===== config.mk =====
export PLATFORM = sky130hd
export DESIGN_NAME = flicker_sequencer
export DESIGN_NICKNAME = d
export VERILOG_FILES = /design/src/rtl/flicker_pkg.sv /design/src/rtl/flicker_pwm.sv /design/src/rtl/flicker_sequencer.sv
export SDC_FILE = /design/constraint.sdc
export NUM_CORES = 1
export LEC_CHECK = 0
export CAP_MARGIN = 20
export CORE_MARGIN = 2
export CORE_UTILIZATION = 30
export CTS_CLUSTER_DIAMETER = 100
export DETAILED_ROUTE_END_ITERATION = 10
export HOLD_SLACK_MARGIN = 0.15
export PLACE_DENSITY = 0.52
export SETUP_SLACK_MARGIN = 0.15
export SLEW_MARGIN = 20
export SYNTH_ARGS = -nofsm -noshare
export SYNTH_HDL_FRONTEND = slang
export SYNTH_SLANG_ARGS = --single-unit

===== constraint.sdc =====
create_clock -name clk -period 4.6 [get_ports clk]
set_input_delay 0.92 -clock clk [delete_from_list [all_inputs] [get_ports clk]]
set_output_delay 0.92 -clock clk [all_outputs]
set_load 0.02 [all_outputs]

===== src/rtl/flicker_pkg.sv =====
// Shared types and constants for the candle-flicker datapath.
// Holds the sequencer state encoding, level width and LFSR seed.
package flicker_pkg;

    localparam int LEVEL_W = 4;
    localparam logic [15:0] LFSR_SEED = 16'hBEEF;

    typedef enum logic [1:0] {
        IDLE,
        SHIFT,
        SAMPLE,
        RAMP
    } state_t;

    function automatic logic [LEVEL_W-1:0] step_toward(
        input logic [LEVEL_W-1:0] cur,
        input logic [LEVEL_W-1:0] tgt
    );
        return (tgt > cur) ? cur + 1'b1 : cur - 1'b1;
    endfunction

endpackage


===== src/rtl/flicker_pwm.sv =====
// 4-bit free-running PWM for the candle LED.
// Provides a registered pwm output and a wrap strobe when the counter is 15.
module flicker_pwm
    import flicker_pkg::*;
(
    input  logic               clk,
    input  logic               reset,
    input  logic [LEVEL_W-1:0] level,
    output logic               pwm,
    output logic               wrap
);

    logic [LEVEL_W-1:0] cnt;

    always_ff @(posedge clk or negedge reset) begin
        if (!reset) begin
            cnt <= '0;
            pwm <= 1'b0;
        end else begin
            cnt <= cnt + 1'b1;
            pwm <= (cnt < level);
        end
    end

    assign wrap = (cnt == '1);

endmodule


===== src/rtl/flicker_sequencer.sv =====
// Candle-flicker scheduler: advances the LFSR, samples a target, slews level.
// Define FLICKER_FLOOR_EN to clamp sampled targets to at least MIN_LEVEL.
module flicker_sequencer
    import flicker_pkg::*;
#(
    parameter int PRESCALE_W = 12,
    parameter int SHIFTS     = 4,
    parameter int MIN_LEVEL  = 4
) (
    input  logic               clk,
    input  logic               reset,
    input  logic               run,
    input  logic [LEVEL_W-1:0] lfsr_value,
    output logic               lfsr_enable,
    output logic               lfsr_reset,
    output logic [LEVEL_W-1:0] level,
    output logic               pwm,
    output logic               busy
);

    localparam logic [3:0] LAST_SHIFT = 4'(SHIFTS - 1);
    localparam logic [LEVEL_W-1:0] FLOOR = LEVEL_W'(MIN_LEVEL);
`ifdef FLICKER_FLOOR_EN
    localparam bit FLOOR_EN = 1'b1;
`else
    localparam bit FLOOR_EN = 1'b0;
`endif

    state_t                state, state_d;
    logic [PRESCALE_W-1:0] presc;
    logic [3:0]            shift_cnt, shift_cnt_d;
    logic [LEVEL_W-1:0]    target, target_d;
    logic [LEVEL_W-1:0]    level_d;
    logic [LEVEL_W-1:0]    sampled;
    logic                  tick;
    logic                  wrap;

    assign tick = run && (presc == '1);
    assign busy = (state != IDLE);

    assign sampled = (FLOOR_EN && (lfsr_value < FLOOR)) ? FLOOR : lfsr_value;

    always_comb begin
        state_d     = state;
        shift_cnt_d = shift_cnt;
        target_d    = target;
        level_d     = level;
        if (!run) begin
            state_d     = IDLE;
            shift_cnt_d = '0;
        end else begin
            unique case (state)
                IDLE: begin
                    if (tick) state_d = SHIFT;
                end
                SHIFT: begin
                    if (shift_cnt == LAST_SHIFT) begin
                        state_d     = SAMPLE;
                        shift_cnt_d = '0;
                    end else begin
                        shift_cnt_d = shift_cnt + 1'b1;
                    end
                end
                SAMPLE: begin
                    target_d = sampled;
                    state_d  = RAMP;
                end
                RAMP: begin
                    if (level == target) state_d = IDLE;
                    else if (wrap) level_d = step_toward(level, target);
                end
                default: state_d = IDLE;
            endcase
        end
    end

    always_ff @(posedge clk or negedge reset) begin
        if (!reset) begin
            state       <= IDLE;
            presc       <= '0;
            shift_cnt   <= '0;
            target      <= '0;
            level       <= '0;
            lfsr_enable <= 1'b0;
            lfsr_reset  <= 1'b1;
        end else begin
            state       <= state_d;
            presc       <= run ? presc + 1'b1 : '0;
            shift_cnt   <= shift_cnt_d;
            target      <= target_d;
            level       <= level_d;
            lfsr_enable <= (state_d == SHIFT);
            lfsr_reset  <= 1'b0;
        end
    end

    flicker_pwm u_pwm (
        .clk   (clk),
        .reset (reset),
        .level (level),
        .pwm   (pwm),
        .wrap  (wrap)
    );

endmodule


======== Yosys cells after proc, flatten, opt, wreduce, memory -nomap -nowiden ========
Cells that the tools add are included.
word-level totals
  output and inout bits ................... 8
  input bits .............................. 7
  logic and storage cells ................. 41
  register bits ........................... 33
cells by class
  equal/unequal tests ..................... 9
  mux-type cells .......................... 10
  bitwise logic cells ..................... 1
  add/sub/neg operators ................... 5
  magnitude comparators ................... 2
  reduce and logical (&&, ||, !) cells .... 5
operators by type and width
  operator               number
  $mux 4                 4
  $add 12x1->12 const B  1
  $add 4x1->4 const B    3
  $eq 12x12->1 const B   1
  $mux 12                1
  $mux 2                 4
  $pmux 2 s4             1
  $eq 2x1->1 const B     2
  $eq 2x2->1 const B     2
  $eq 4x2->1 const B     1
  $eq 4x4->1             1
  $eq 4x4->1 const B     1
  $gt 4x4->1             1
  $lt 4x4->1             1
  $reduce_and 4->1       1
  $sub 4x1->4 const B    1
  $logic_not 2->1        1
  $ne 2x1->1 const B     1
  $reduce_and 2->1       1
  $reduce_bool 2->1      1
  $logic_and 1x1->1      1
  $not 1->1              1

======== Depth between registers and ports, before layout ========
Gate-level depths: netlist of run 1.
  depth in word-level cells ............... 6
  gate-level depth with buffers ........... 11
  depth with buffers taken out ............ 11

======== Cells and area by module ========
A second synthesis of run 1 with hierarchy kept.
second synthesis, totals
  cell total of the unflattened synthesis .. 156
  area total of the unflattened synthesis .. 1687.9 µm²
by module, submodules not included
  module             cells an instance  sequential area each (µm²)  area an instance (µm²)  instances
  flicker_sequencer  134                701.9                       1428.9                  1
  flicker_pwm        22                 125.1                       259.0                   1

======== Worst setup path before layout of run 1 ========
Ideal clock, no wire load.
  kind .................................... flip-flop to flip-flop
  start point ............................. reg level[1]
  end point ............................... reg level[3]
  path buffers ............................ 0
  setup time .............................. 129 ps
  setup slack ............................. 2073 ps
  clock period less this slack ............ 2527 ps
  data arrival time ....................... 2397 ps
  data required time ...................... 4471 ps
  stages on the path, launching flop included .. 12
  cells stage by stage .................... dfrtp_1 > inv_1 > ha_1 > nor2b_1 > o211a_1 > o21bai_1 > ha_1 > a21o_1 > a21oi_1 > nor3_1 > nand3b_1 > xnor2_1
on the way
  longest elaborated chain between the ends .. 3
  elaborated cells between the ends (all ways) .. 7
  those cells by class .................... 2 x add/sub; 1 x order compare; 1 x eq/ne; 1 x mux; 1 x bitwise; 1 x reduce/logical
ends and longest elaborated chain
  item                                                 line                     source
  start: declaration                                   flicker_sequencer.sv:16  output logic [LEVEL_W-1:0] level,
  start signal: assignment                             flicker_sequencer.sv:91  level <= level_d;
  branches (longest 3 deep; another with $sub 4x1->4)  --
Several ways; the timed one is not identified.
A chain may end at the register's enable or synchronous reset.

======== Worst setup path in the final report of run 1 ========
Ends and elaborated chain as after synthesis.

==> impl.org, run 1 <==
** Route
- For this run, the detailed router's first-pass iteration total came to 4.
- DR DRC count :: 0
- In this run, the number of DRC markers left after iteration 0 of detailed routing was 35.
- After detailed routing, the average wire length per cell comes to 11.8 um.
- Per-cell via count in the routed design :: roughly 4.5
- Via total after detailed routing :: 1093
- Antenna Nets Post-Route :: 0
- The final layout contains routed wiring with a total length of about 2900 um.

** Setup path
- STA classifies the critical path endpoint as a register.
- Required time at the worst-slack endpoint :: 4.77 ns
- Among the stages of the critical path, the cell type that occurs most often is sky130_fd_sc_hd__ha_1.
- Cell Chain, Critical Path :: inv_1, ha_1, nor2b_1, o211a_1, o21bai_1, ha_1, a21o_1, a21oi_1, nor3_1, nand3b_1, xnor2_1
- Slowest cell on the critical path :: sky130_fd_sc_hd__dfrtp_1
- The critical path is of the register to register type.
- Data on the critical path arrives at its endpoint at 2.77 ns.
- Worst setup SP type :: register
- In this run the register-to-register setup slack is 2.00 ns.
- The worst register-to-register path has a depth of 11.
- In this run the critical register-to-register path is launched from level[1].
- In this run the worst path has a maximum fanout of 4.
- The endpoint identified for the worst register-to-register timing path is level[3].
- On the worst path, the slowest cell contributes a delay of 0.43 ns.

** Floorplanning
- The floorplan step set the die height to roughly 80 um.
- Overall die width :: between 70 and 80 um
- Core Rows :: 27
- The initial utilization of the core area, before any placement, comes to 30.7%.
- The die covers 6220 um^2.
- Placeable Area :: 5470 um^2
- I/O pin count :: 15

** Worst hold path
- In this run the worst hold path is classified as register to register.
- Hold path depth :: 1
- Hold Crit Endpoint :: u_pwm.cnt[0]
- Worst min-delay path startpoint :: u_pwm.cnt[0]

** Yosys
- In this run, synthesis inferred 0 flip-flops with an integrated enable.
- Synthesis produced 150 cells.
- sky130_fd_sc_hd__dfrtp_1 takes more of the synthesized area than any other cell.
- Post-synthesis compound-gate area fraction :: between 8 and 9%
- Share of the yosys chip area belonging to registers :: 49.1%
- Number of distinct library cells after synthesis :: 40
- After synthesis, the largest area contributor takes up 47.6% of total cell area.
- Summing every instance area after synthesis gives 1680 um^2.
- Of the total synthesized cell area, the portion taken by AND, OR, NAND and NOR gates is 19.3%.
- Share of async-settable or async-resettable flops after synthesis :: 100%
- Average cell area after synthesis :: 11.2 um^2
- Yosys printed 0 warnings.
- Dominant combinational cell family by area after synthesis :: simple AND/OR/NAND/NOR gates
- Post-synth net total :: between 150 and 200
- Synth Register Bits :: 33
- Post-synthesis share of cell area spent on xor and xnor gates :: 7.29%
- Post-synthesis mux area share :: 3.35%
- Most frequently used flop master after synthesis :: sky130_fd_sc_hd__dfrtp_1
- Yosys attributes the largest share of cell area to sky130_fd_sc_hd__dfrtp_1 48%, sky130_fd_sc_hd__ha_1 8.9%, sky130_fd_sc_hd__xnor2_1 5.2%.
- Post-synthesis adder-cell area fraction :: approximately a tenth

** Global routing
- Initial antenna violation count :: 0
- Maximum number of pins on one net before global-route repair :: 34
- The via count of the first global-routing pass was 1112.
- Gr ovfl total :: 0
- Aggregate global-route resource usage :: 10.4%
- First-pass GRT wire length :: 5050 um

** Timing
- The worst path needs 2.60 ns of the cycle, external delays included.
- Setup Skew :: ~0.0081 ns
- Transition at the pin with the smallest max-transition slack :: 0.519 ns
- Setup repair after global routing left no endpoint under its margin.
- Maximum achievable frequency :: 384 MHz
- In the final timing run, aggregate negative setup slack is 0 ns.
- The max-slew violation count was 0.
- Final Setup Violations :: 0
- The final critical path takes up 56.6% of the cycle.
- Measured against its own limit, the worst slew margin works out to 65.3%.
- The total count of hold-check failures in the final report was 0.

** Cells and area
- The library cell used most frequently in the layout, excluding fill and tap cells, is sky130_fd_sc_hd__dfrtp_1.
- N_diodes :: 0
- The layout has 567 filler cells.
- Relative area change from synthesis to final layout :: 18.1%
- In the final design database the tool counted 190 nets.
- Of the cells placed in the final design, the portion with a size suffix greater than 1 is around 8.3%.
- In the layout the commonest cells are 32 x sky130_fd_sc_hd__dfrtp_1, 14 x sky130_fd_sc_hd__clkdlybuf4s50_1, 12 x sky130_fd_sc_hd__nand2_1, 12 x sky130_fd_sc_hd__ha_1.

** Placed design
- Summed over all nets, the half-perimeter wirelength after detailed placement is 2090 um.
- IO Port Bufs :: 14
- Placer's final routability congestion estimate :: roughly 0.77

** Pwr
- Power spread over the standard cell area amounts to 269 nW/um^2.
- Peak supply drop :: 0.000132 V
- Total leakage power :: 0.927 nW
- The design draws about 540 uW.

** Clock tree
- Number of buffers created by CTS :: 5
- In this run the number of H-tree levels came out at 2.
- The tree is rooted in a sky130_fd_sc_hd__clkbuf_8.
- Once the clock tree was built, the resizer swapped 0 gates to a different size.
- TritonCTS built the clock tree.
- Setup Buffers After CTS :: 0
- In this run the deepest clock path goes through 2 buffers.
- Clock edge transition at the registers on the reported setup and hold paths :: 0.07 ns
- Clock latency at the later pin of the worst-skew pair :: 0.28 ns
- Hold bufs inserted after CTS :: 0
- Total number of clock tree sinks :: 33

** Outcome
- The flow ran to the end, and the final reports show no timing, DRC or antenna violations.

** Job
- Max-cap violations :: 0
-- report_power, final --
group          leakage (nW)  internal, mW  total, mW  switching [mW]
Sequential            0.432         0.296      0.302         0.00535
Clock                0.0399        0.0994      0.197          0.0975
Combinational         0.455        0.0178     0.0366          0.0189
-- state kept, by name, summed over array words and instances (netlist names) --
name	cells
state	2
u_pwm.cnt	4
lfsr_enable	1
u_pwm.pwm	1
target	4
presc	12
lfsr_reset	1
shift_cnt	4
level	4
-- how the worst max path moves through the flow --
stage                         from   endpoint  slack (ns)  depth (start not counted)
after CTS                 level[1]   level[3]        1.96                         11
after floorplan           level[1]   level[3]        2.07                         11
after global placement         run   level[3]        1.94                          5
final                     level[1]   level[3]        2.00                         11
after detailed placement       run  target[0]        1.90                          4
after global routing      level[1]   level[3]        1.77                         11
-- stage by stage --
stage | hold WS, ns | cell area (um^2) | util [%] | setup slack [ns] | instances
after detailed placement | 0.463 | 1910 | 35.0 | 1.90 | 235
final | 0.490 | 1990 | 36.3 | 2.00 | 241
after global placement | 0.461 | 1910 | 35.0 | 1.94 | 235
after CTS | 0.482 | 1990 | 36.3 | 1.96 | 241
after floorplan | 0.435 | 1680 | - | 2.07 | 150
after global routing | 0.506 | 1990 | 36.3 | 1.77 | 241
-- worst max-delay path: cells and delay by family, from the launching register on --
kind / cells / cell delay [ns]
AOI/OAI and AO/OA: 4 / 0.85
buffers and inverters: 1 / 0.11
DFF: 1 / 0.43
and+or+nand+nor: 3 / 0.36
adders and majority gates: 2 / 0.60
xor gates and xnor gates: 1 / 0.14
-- cell usage after synthesis, types with 4 or more instances --
library cell,count
sky130_fd_sc_hd__nand3_1,4
sky130_fd_sc_hd__xor2_1,4
sky130_fd_sc_hd__nand4_1,4
sky130_fd_sc_hd__o21ai_0,6
sky130_fd_sc_hd__inv_1,7
sky130_fd_sc_hd__xnor2_1,10
sky130_fd_sc_hd__mux2_1,4
sky130_fd_sc_hd__ha_1,12
sky130_fd_sc_hd__nor2b_1,4
sky130_fd_sc_hd__and2_1,10
sky130_fd_sc_hd__a21oi_1,5
sky130_fd_sc_hd__dfrtp_1,32
sky130_fd_sc_hd__nand2_1,12
-- kinds of logic (layout without fill, tap and decap cells) --
family                   Yosys count  count (layout)
flip-flops                        33              33
other                              1               1
buffers and inverters              9              28
AO/OA/AOI/OAI                     22              22
multiplexers                       5               5
AND/OR/NAND/NOR                   53              53
XOR/XNOR                          14              14
adder cells (fa/ha/maj)           13              13
-- layout make-up --
class	instances	area [um^2]	area share, %
inverters	7	26.3	1.32
clock inverters	1	5.00	0.252
multi-input cells	108	822	41.4
flip-flops and latches	33	827	41.6
clock buffers	5	68.8	3.46
well taps	72	90.1	4.53
repair buffers	15	148	7.43
-- metal layers --
| metal | track usage [%] | part of all wire, % |
|---|---|---|
| met1 | 13.1 | 47 |
| met4 | 3.79 | 1.8 |
| met2 | 16.6 | 48 |
| met5 | 0 | 0 |
| met3 | 3.75 | 3.3 |
Note: power is estimated with default switching activity, not from simulation.
==> run 2: changes to the inputs <==
Settings changed: PLACE_DENSITY 0.52 to 0.54.
Clock period 4.6 ns to 2.2 ns, I/O delays scaled along.
==> impl.org, run 2 (synthesized netlist as in run 1, its figures left out) <==
** Route
- The detailed-route wire length per cell came to 12.1 um (+2.5%).
- Antenna Nets Post-Route :: 0 (unchanged)
- The routed via count divided by cell count came to 4.49 (-0.95%).
- The length of the first detailed-routing pass in iterations is 4 (unchanged).
- DR DRC count :: 0 (unchanged)
- The initial DRC count came to 36 (+2.9%).
- The via count was 1150 (+5.2%).
- The post-detailed-routing wire length was 3110 um (+8.9%).

** Cells and area
- The flip-flop count of the largest register, all copies and words added was 12 (unchanged).
- Relative area change from synthesis to final layout :: 28.1%
- N_diodes :: 0 (unchanged)
- The register with the most flip-flops in the final layout is presc.
- Layout cells sized above 1 :: 22.8% (+15 points)
- Most frequent cells in the layout :: 29 x sky130_fd_sc_hd__dfrtp_1, 13 x sky130_fd_sc_hd__clkdlybuf4s50_1, 13 x sky130_fd_sc_hd__buf_4
- Total Nets Final :: 203 (+6.8%)
- Most frequent standard cell in the layout excluding fill and tap cells :: sky130_fd_sc_hd__dfrtp_1
- The count of fill cells added during filler insertion was 554 (-2.3%).
- The post-layout instance count excluding filler cells is 256 (+6.2%).

** Floorplanning
- Placeable Area :: 5470 um^2 (unchanged)
- Total die area :: 6220 um^2 (unchanged)
- The number of top-level pins was 15 (unchanged).
- The die outline width came to 78.9 um (unchanged).
- The die height was 78.9 um (unchanged).
- The initial core utilization is 30.7% (unchanged).
- The standard-cell row count was 27 (unchanged).

** Global routing
- Initial antenna violation count :: 0 (unchanged)
- The overall fraction of global-route tracks in use came to 12.2% (+1.7 points).
- Gr ovfl total :: 0 (unchanged)
- The global-route wire length before repair came to 5800 um (+15%).
- The via count of the first global-routing pass is 1246 (+12%).
- The maximum number of pins on one net before global-route repair was 34 (unchanged).

** Setup path
- The worst path arrival time came to 2.36 ns (-0.41 ns).
- The largest individual stage delay along the critical path comes from the cell sky130_fd_sc_hd__dfrtp_2.
- The delay contributed by the slowest stage of the critical path was 0.41 ns (-0.02 ns).
- Worst setup EP type :: register
- Crit path max fanout :: 3 (-1)
- Setup Crit Path Kind :: register to register
- Required time at the worst-slack endpoint :: 2.37 ns (-2.40 ns)
- Worst setup SP type :: register
- Cell Chain, Critical Path :: inv_2, ha_4, nor2b_1, o211a_1, o21bai_2, buf_4, ha_1, a21oi_2, nor3_1, nand3b_1, xnor2_1

** Clock tree
- The TritonCTS buffer count came to 5 (unchanged).
- Total number of clock tree sinks :: 33 (unchanged)
- The total number of H-tree levels was 2 (unchanged).
- The cell sitting at the root of the clock tree is a sky130_fd_sc_hd__clkbuf_8.
- Hold bufs inserted after CTS :: 0 (unchanged)
- Clock latency at the later pin of the worst-skew pair :: 0.28 ns (about the same)
- Clock edge transition at the registers on the reported setup and hold paths :: 0.07 ns (about the same)
- Number of buffers on the longest clock path :: 2 (unchanged)
- Clock tree from TritonCTS :: yes

** Timing
- The maximum clock frequency was 458 MHz (+19%).
- The post-route worst hold slack came to 0.468 ns (-0.0220 ns).
- Shortest clock period the worst path allows after layout :: 2.18 ns (-0.423 ns)
- The total count of hold-check failures in the final report was 0 (unchanged).
- The setup violation total in the final timing report was 0 (unchanged).
- RSZ-0062 raised after global routing :: yes
- Setup Skew :: 0.00793 ns (-0.000132 ns)
- The max-slew violation count is 0 (unchanged).
- Final period utilization :: 99.2% (+43 points)

** Pwr
- The part of the power in combinational logic came to 8.2% (+1.4 points).
- The internal power was 889 uW (+120%).
- Peak supply drop :: 0.000296 V (+120%)
- Power density normalized to cell area :: 538 nW/um^2 (+100%)
- The share of total power consumed by net switching came to 23.3% (+0.57 points).
- The clock share of power came to 37.3% (+0.5 points).
- The leakage power of the design is 0.996 nW (+7.4%).
- The net switching power figure is 270 uW (+120%).
- Power share of the sequential group :: 54.5% (-1.9 points)

** Placed design
- The final weighted congestion in routability-driven placement was 0.810 (+5.8%).
- Detailed placer's ending HPWL :: 2280 um (+9.2%)
- Placed insts :: 245 (+4.3%)
- The number of port buffers came to 14 (unchanged).

** Worst hold path
- Hold Path Class :: register to register

** Job
- Max-cap violations :: 0 (unchanged)

** Outcome
- Result of the run :: completed
run 2: cell types whose count changed in the layout (fill, tap and decap cells not counted), moves of 3 or more:
cell / delta
sky130_fd_sc_hd__dfrtp_2: +3
sky130_fd_sc_hd__ha_4: +3
sky130_fd_sc_hd__ha_1: -3
sky130_fd_sc_hd__dfrtp_1: -3
sky130_fd_sc_hd__buf_4: +12
run 2: timing repair:
item                                    in CTS  in global routing
buffers inserted                             3                  0
pin swaps                                    8                  3
endpoints found under the setup margin       4                  3
resized for setup                            8                  2
run 2: worst paths after layout:
kind / start / to / slack (ns) / cells after the start
min: u_pwm.cnt[0] / u_pwm.cnt[0] / 0.47 / 1
max in group asynchronous: reset / lfsr_reset / 1.31 / 2
min reg2reg: u_pwm.cnt[0] / u_pwm.cnt[0] / 0.47 / 1
min in group asynchronous: reset / level[3] / 0.56 / 2
max reg2reg: level[1] / level[3] / 0.02 / 11
max: level[1] / level[3] / 0.02 / 11
run 2: cell type report:
cell class | count | area [um^2] | area share, %
inverters | 7 | 26.3 | 1.22
well taps | 72 | 90.1 | 4.18
repair buffers | 28 | 248 | 11.5
clock buffers | 6 | 72.6 | 3.37
flip-flops and latches | 33 | 831 | 38.5
multi-input cells | 108 | 878 | 40.7
clock inverters | 2 | 10.0 | 0.464
run 2: critical path, delay by kind of cell (launching register included):
family / cells / cell delay [ns]
and+or+nand+nor: 3 / 0.34
DFF: 1 / 0.41
AOI/OAI and AO/OA: 3 / 0.53
xor gates and xnor gates: 1 / 0.13
buffers and inverters: 2 / 0.21
adders and majority gates: 2 / 0.44
run 2: metrics by stage:
stage	setup slack, ns	util (%)	total power [mW]	area [um^2]	TNS [ns]
final	0.0182	39.4	1.16	2160	0
after detailed placement	-0.0373	36.8	0.730	2010	-0.0373
after global placement	0.0186	36.8	0.728	2010	0
after CTS	-0.0154	39.3	1.19	2150	-0.0154
after global routing	-0.131	39.4	1.24	2160	-0.131
after floorplan	-0.0576	-	0.687	1710	-0.0576
run 2: layer usage:
| metal | track usage [%] | vias to the layer above | share of wire, % | wire [um] |
|---|---|---|---|---|
| li1 | - | 581 | - | - |
| met1 | 14.9 | 548 | 45 | 1400 |
| met2 | 19.7 | 15 | 49 | 1530 |
| met3 | 3.64 | 6 | 4.1 | 128 |
| met4 | 5.69 | 0 | 1.6 | 51 |
| met5 | 0 | - | 0 | 0 |
run 2: power groups by stage:
stage	Combinational, mW	Clock (mW)	Sequential, mW
floorplan	0.0458	0	0.641
finish	0.0946	0.433	0.632
global route	0.110	0.494	0.634
detailed placement	0.0883	0	0.642
CTS	0.0964	0.460	0.632
global placement	0.0858	0	0.642
==> run 3: changes to the inputs <==
Settings changed: MAX_ROUTING_LAYER set to met4.
==> impl.org, run 3 (synthesized netlist as in run 1, its figures left out) <==
** Pwr
- Comb power frac :: 8.1% (about the same)
- Clock group share of total power :: 37.3% (about the same)
- The maximum resistive drop on vdd came to 0.000296 V (about the same).
- The final total power was 1.16 mW (about the same).
- The portion of total power attributed to sequential cells came to 54.5% (about the same).
- Switching share of total power :: 23.3% (about the same)
- Power density normalized to cell area :: 538 nW/um^2 (about the same)
- Net switching power :: 270 uW (-0.12%)
- The leakage power of the design is 0.996 nW (unchanged).
- Internal power contribution :: 889 uW (about the same)

** Route
- The residual DRC count came to 0 (unchanged).
- The detailed-route wire length per cell was 12.1 um (-0.29%).
- Number of search-and-repair iterations in the first detailed-routing pass :: 4 (unchanged)
- The routed via count divided by cell count came to 4.50 (+0.17%).
- The via count was 1152 (+0.17%).
- The post-detailed-routing wire length is 3100 um (-0.29%).
- Detailed router's first-iteration violation count :: 36 (unchanged)
- The count of antenna-violating nets left after detailed routing came to 0 (unchanged).

** Placed design
- IO Port Bufs :: 14 (unchanged)
- The post-place instance area was 2010 um^2 (unchanged).
- Placed insts :: 245 (unchanged)
- The sum of net half-perimeters after detailed placement was 2280 um (unchanged).
- Placer's final routability congestion estimate :: 0.821 (+1.5%)

** Cells and area
- Most frequent cells in the layout :: 29 x sky130_fd_sc_hd__dfrtp_1, 13 x sky130_fd_sc_hd__clkdlybuf4s50_1, 13 x sky130_fd_sc_hd__buf_4
- The synthesis-to-layout area growth is 28.1% (unchanged).
- The post-layout instance count excluding filler cells was 256 (unchanged).
- Most frequent standard cell in the layout excluding fill and tap cells :: sky130_fd_sc_hd__dfrtp_1
- The fraction of final layout cells with drive strength greater than 1 was 22.8% (unchanged).
- The post-route cell area was 2160 um^2 (unchanged).
- N_diodes :: 0 (unchanged)
- Counting flops per register, the top entry is presc.
- Largest register FFs :: 12 (unchanged)
- Final core occ :: 39.4% (unchanged)
- The count of fill cells added during filler insertion is 554 (unchanged).
- The final net count came to 203 (unchanged).

** Clock tree
- The clock network latency to the later pin of the worst-skew pair was 0.28 ns (about the same).
- Clock edge transition at the registers on the reported setup and hold paths :: 0.07 ns (about the same)
- The total number of H-tree levels came to 2 (unchanged).
- Number of buffers created by CTS :: 5 (unchanged)
- The number of clock sinks is 33 (unchanged).
- TritonCTS built the clock tree.
- The number of buffers between clock root and the deepest sink came to 2 (unchanged).
- Master cell of the clock root buffer :: sky130_fd_sc_hd__clkbuf_8

** Timing
- The maximum clock frequency is 458 MHz (about the same).
- Final Setup Violations :: 0 (unchanged)
- The worst-case clock skew is 0.00795 ns (+0.0000108 ns).
- Shortest clock period the worst path allows after layout :: 2.18 ns (-0.0000147 ns)
- Setup repair after global routing could not meet its margin everywhere.
- The post-route clock period utilization is 99.2% (about the same).
- Hold violation total from the final report :: 0 (unchanged)
- Setup total negative slack :: 0 ns (unchanged)
- Slew Limit Fails :: 0 (unchanged)

** Global routing
- The met2 track utilization from global routing was 19.7% (unchanged).
- The met3 track utilization from global routing came to 3.64% (unchanged).
- The overall fraction of global-route tracks in use is 12.5% (+0.33 points).
- The total grt overflow came to 0 (unchanged).
- Highest-utilization routing layer at the global route stage :: met2
- Maximum number of pins on one net before global-route repair :: 34 (unchanged)
- Vias in the first global route :: 1241 (-0.40%)
- Initial antenna violation count :: 0 (unchanged)
- M1 GR Usage :: 14.9% (unchanged)
- First-pass GRT wire length :: 5810 um (+0.12%)

** Setup path
- Worst setup EP type :: register
- The delay contributed by the slowest stage of the critical path is 0.41 ns (about the same).
- Crit path max fanout :: 3 (unchanged)
- CP Data Arrival Time :: 2.35 ns (about the same)
- The signal on the critical path passes through inv_2, ha_4, nor2b_1, o211a_1, o21bai_2, buf_4, ha_1, a21oi_2, nor3_1, nand3b_1, xnor2_1.
- Required time at the worst-slack endpoint :: 2.37 ns (about the same)
- STA classifies the critical path startpoint as a register.
- The critical path in this run is classified as register to register.
- On the critical path, the stage with the largest delay is an instance of sky130_fd_sc_hd__dfrtp_2.

** Worst hold path
- Hold Path Class :: register to register

** Floorplanning
- The initial core utilization is 30.7% (unchanged).
- Die H :: 78.9 um (unchanged)
- The area of the core came to 5470 um^2 (unchanged).
- Overall die width :: 78.9 um (unchanged)
- The standard-cell row count was 27 (unchanged).
- Total die area :: 6220 um^2 (unchanged)
- The number of top-level pins was 15 (unchanged).

** Job
- Max-cap violations :: 0 (unchanged)

** Outcome
- The flow ran to the end, and the final reports show no timing, DRC or antenna violations.
-- run 3: cell counts in the layout (fill, tap and decap cells not counted) --
Identical to the previous run, type by type.
-- run 3: power by group through the flow --
stage / logic [mW] / registers [mW] / clock network (mW)
detailed placement: 0.0883 / 0.642 / 0
global placement: 0.0858 / 0.642 / 0
finish: 0.0945 / 0.632 / 0.433
CTS: 0.0964 / 0.632 / 0.460
global route: 0.110 / 0.634 / 0.494
floorplan: 0.0458 / 0.641 / 0
-- run 3: routing by layer --
layer  vias to the layer above  share of wire [%]
li1                        581                  -
met1                       550                 45
met2                        15                 49
met3                         6                4.1
met4                         0                1.7
met5                         -                  0
-- run 3: metrics by stage --
stage          setup slack [ns]  hold slack (ns)
2_1_floorplan           -0.0576            0.144
4_1_cts                 -0.0154            0.468
5_1_grt                  -0.131            0.493
6_report                 0.0182            0.468
3_3_place_gp             0.0186            0.453
3_5_place_dp            -0.0373            0.458
-- run 3: what timing repair did --
| action | CTS | global route |
|---|---|---|
| setup endpoints to repair | 4 | 3 |
| gates cloned | 0 | 0 |
| buffers inserted | 3 | 0 |
| pin swaps | 8 | 3 |
| hold buffers | 0 | 0 |
| resized for setup | 8 | 2 |
-- run 3: worst paths after layout --
check                              from      endpoint  slack (ns)  depth (start not counted)
setup / recovery               level[1]      level[3]        0.02                         11
hold / removal             u_pwm.cnt[0]  u_pwm.cnt[0]        0.47                          1
setup reg to reg               level[1]      level[3]        0.02                         11
hold reg to reg            u_pwm.cnt[0]  u_pwm.cnt[0]        0.47                          1
max in group asynchronous         reset    lfsr_reset        1.31                          2
min in group asynchronous         reset      level[3]        0.56                          2
-- run 3: worst max-delay path, delay by kind of cell, from the launching register on --
family	cells	cell delay [ns]
AO/OA/AOI/OAI	3	0.53
adder cells (fa/ha/maj)	2	0.44
flip-flops	1	0.41
AND/OR/NAND/NOR	3	0.34
buffers and inverters	2	0.21
XOR/XNOR	1	0.13
-- run 3: layout make-up --
class | instances | area, um^2 | share of cell area [%]
multi-input cells | 108 | 878 | 40.7
flip-flops and latches | 33 | 831 | 38.5
repair buffers | 28 | 248 | 11.5
well taps | 72 | 90.1 | 4.18
clock buffers | 6 | 72.6 | 3.37
inverters | 7 | 26.3 | 1.22
clock inverters | 2 | 10.0 | 0.464
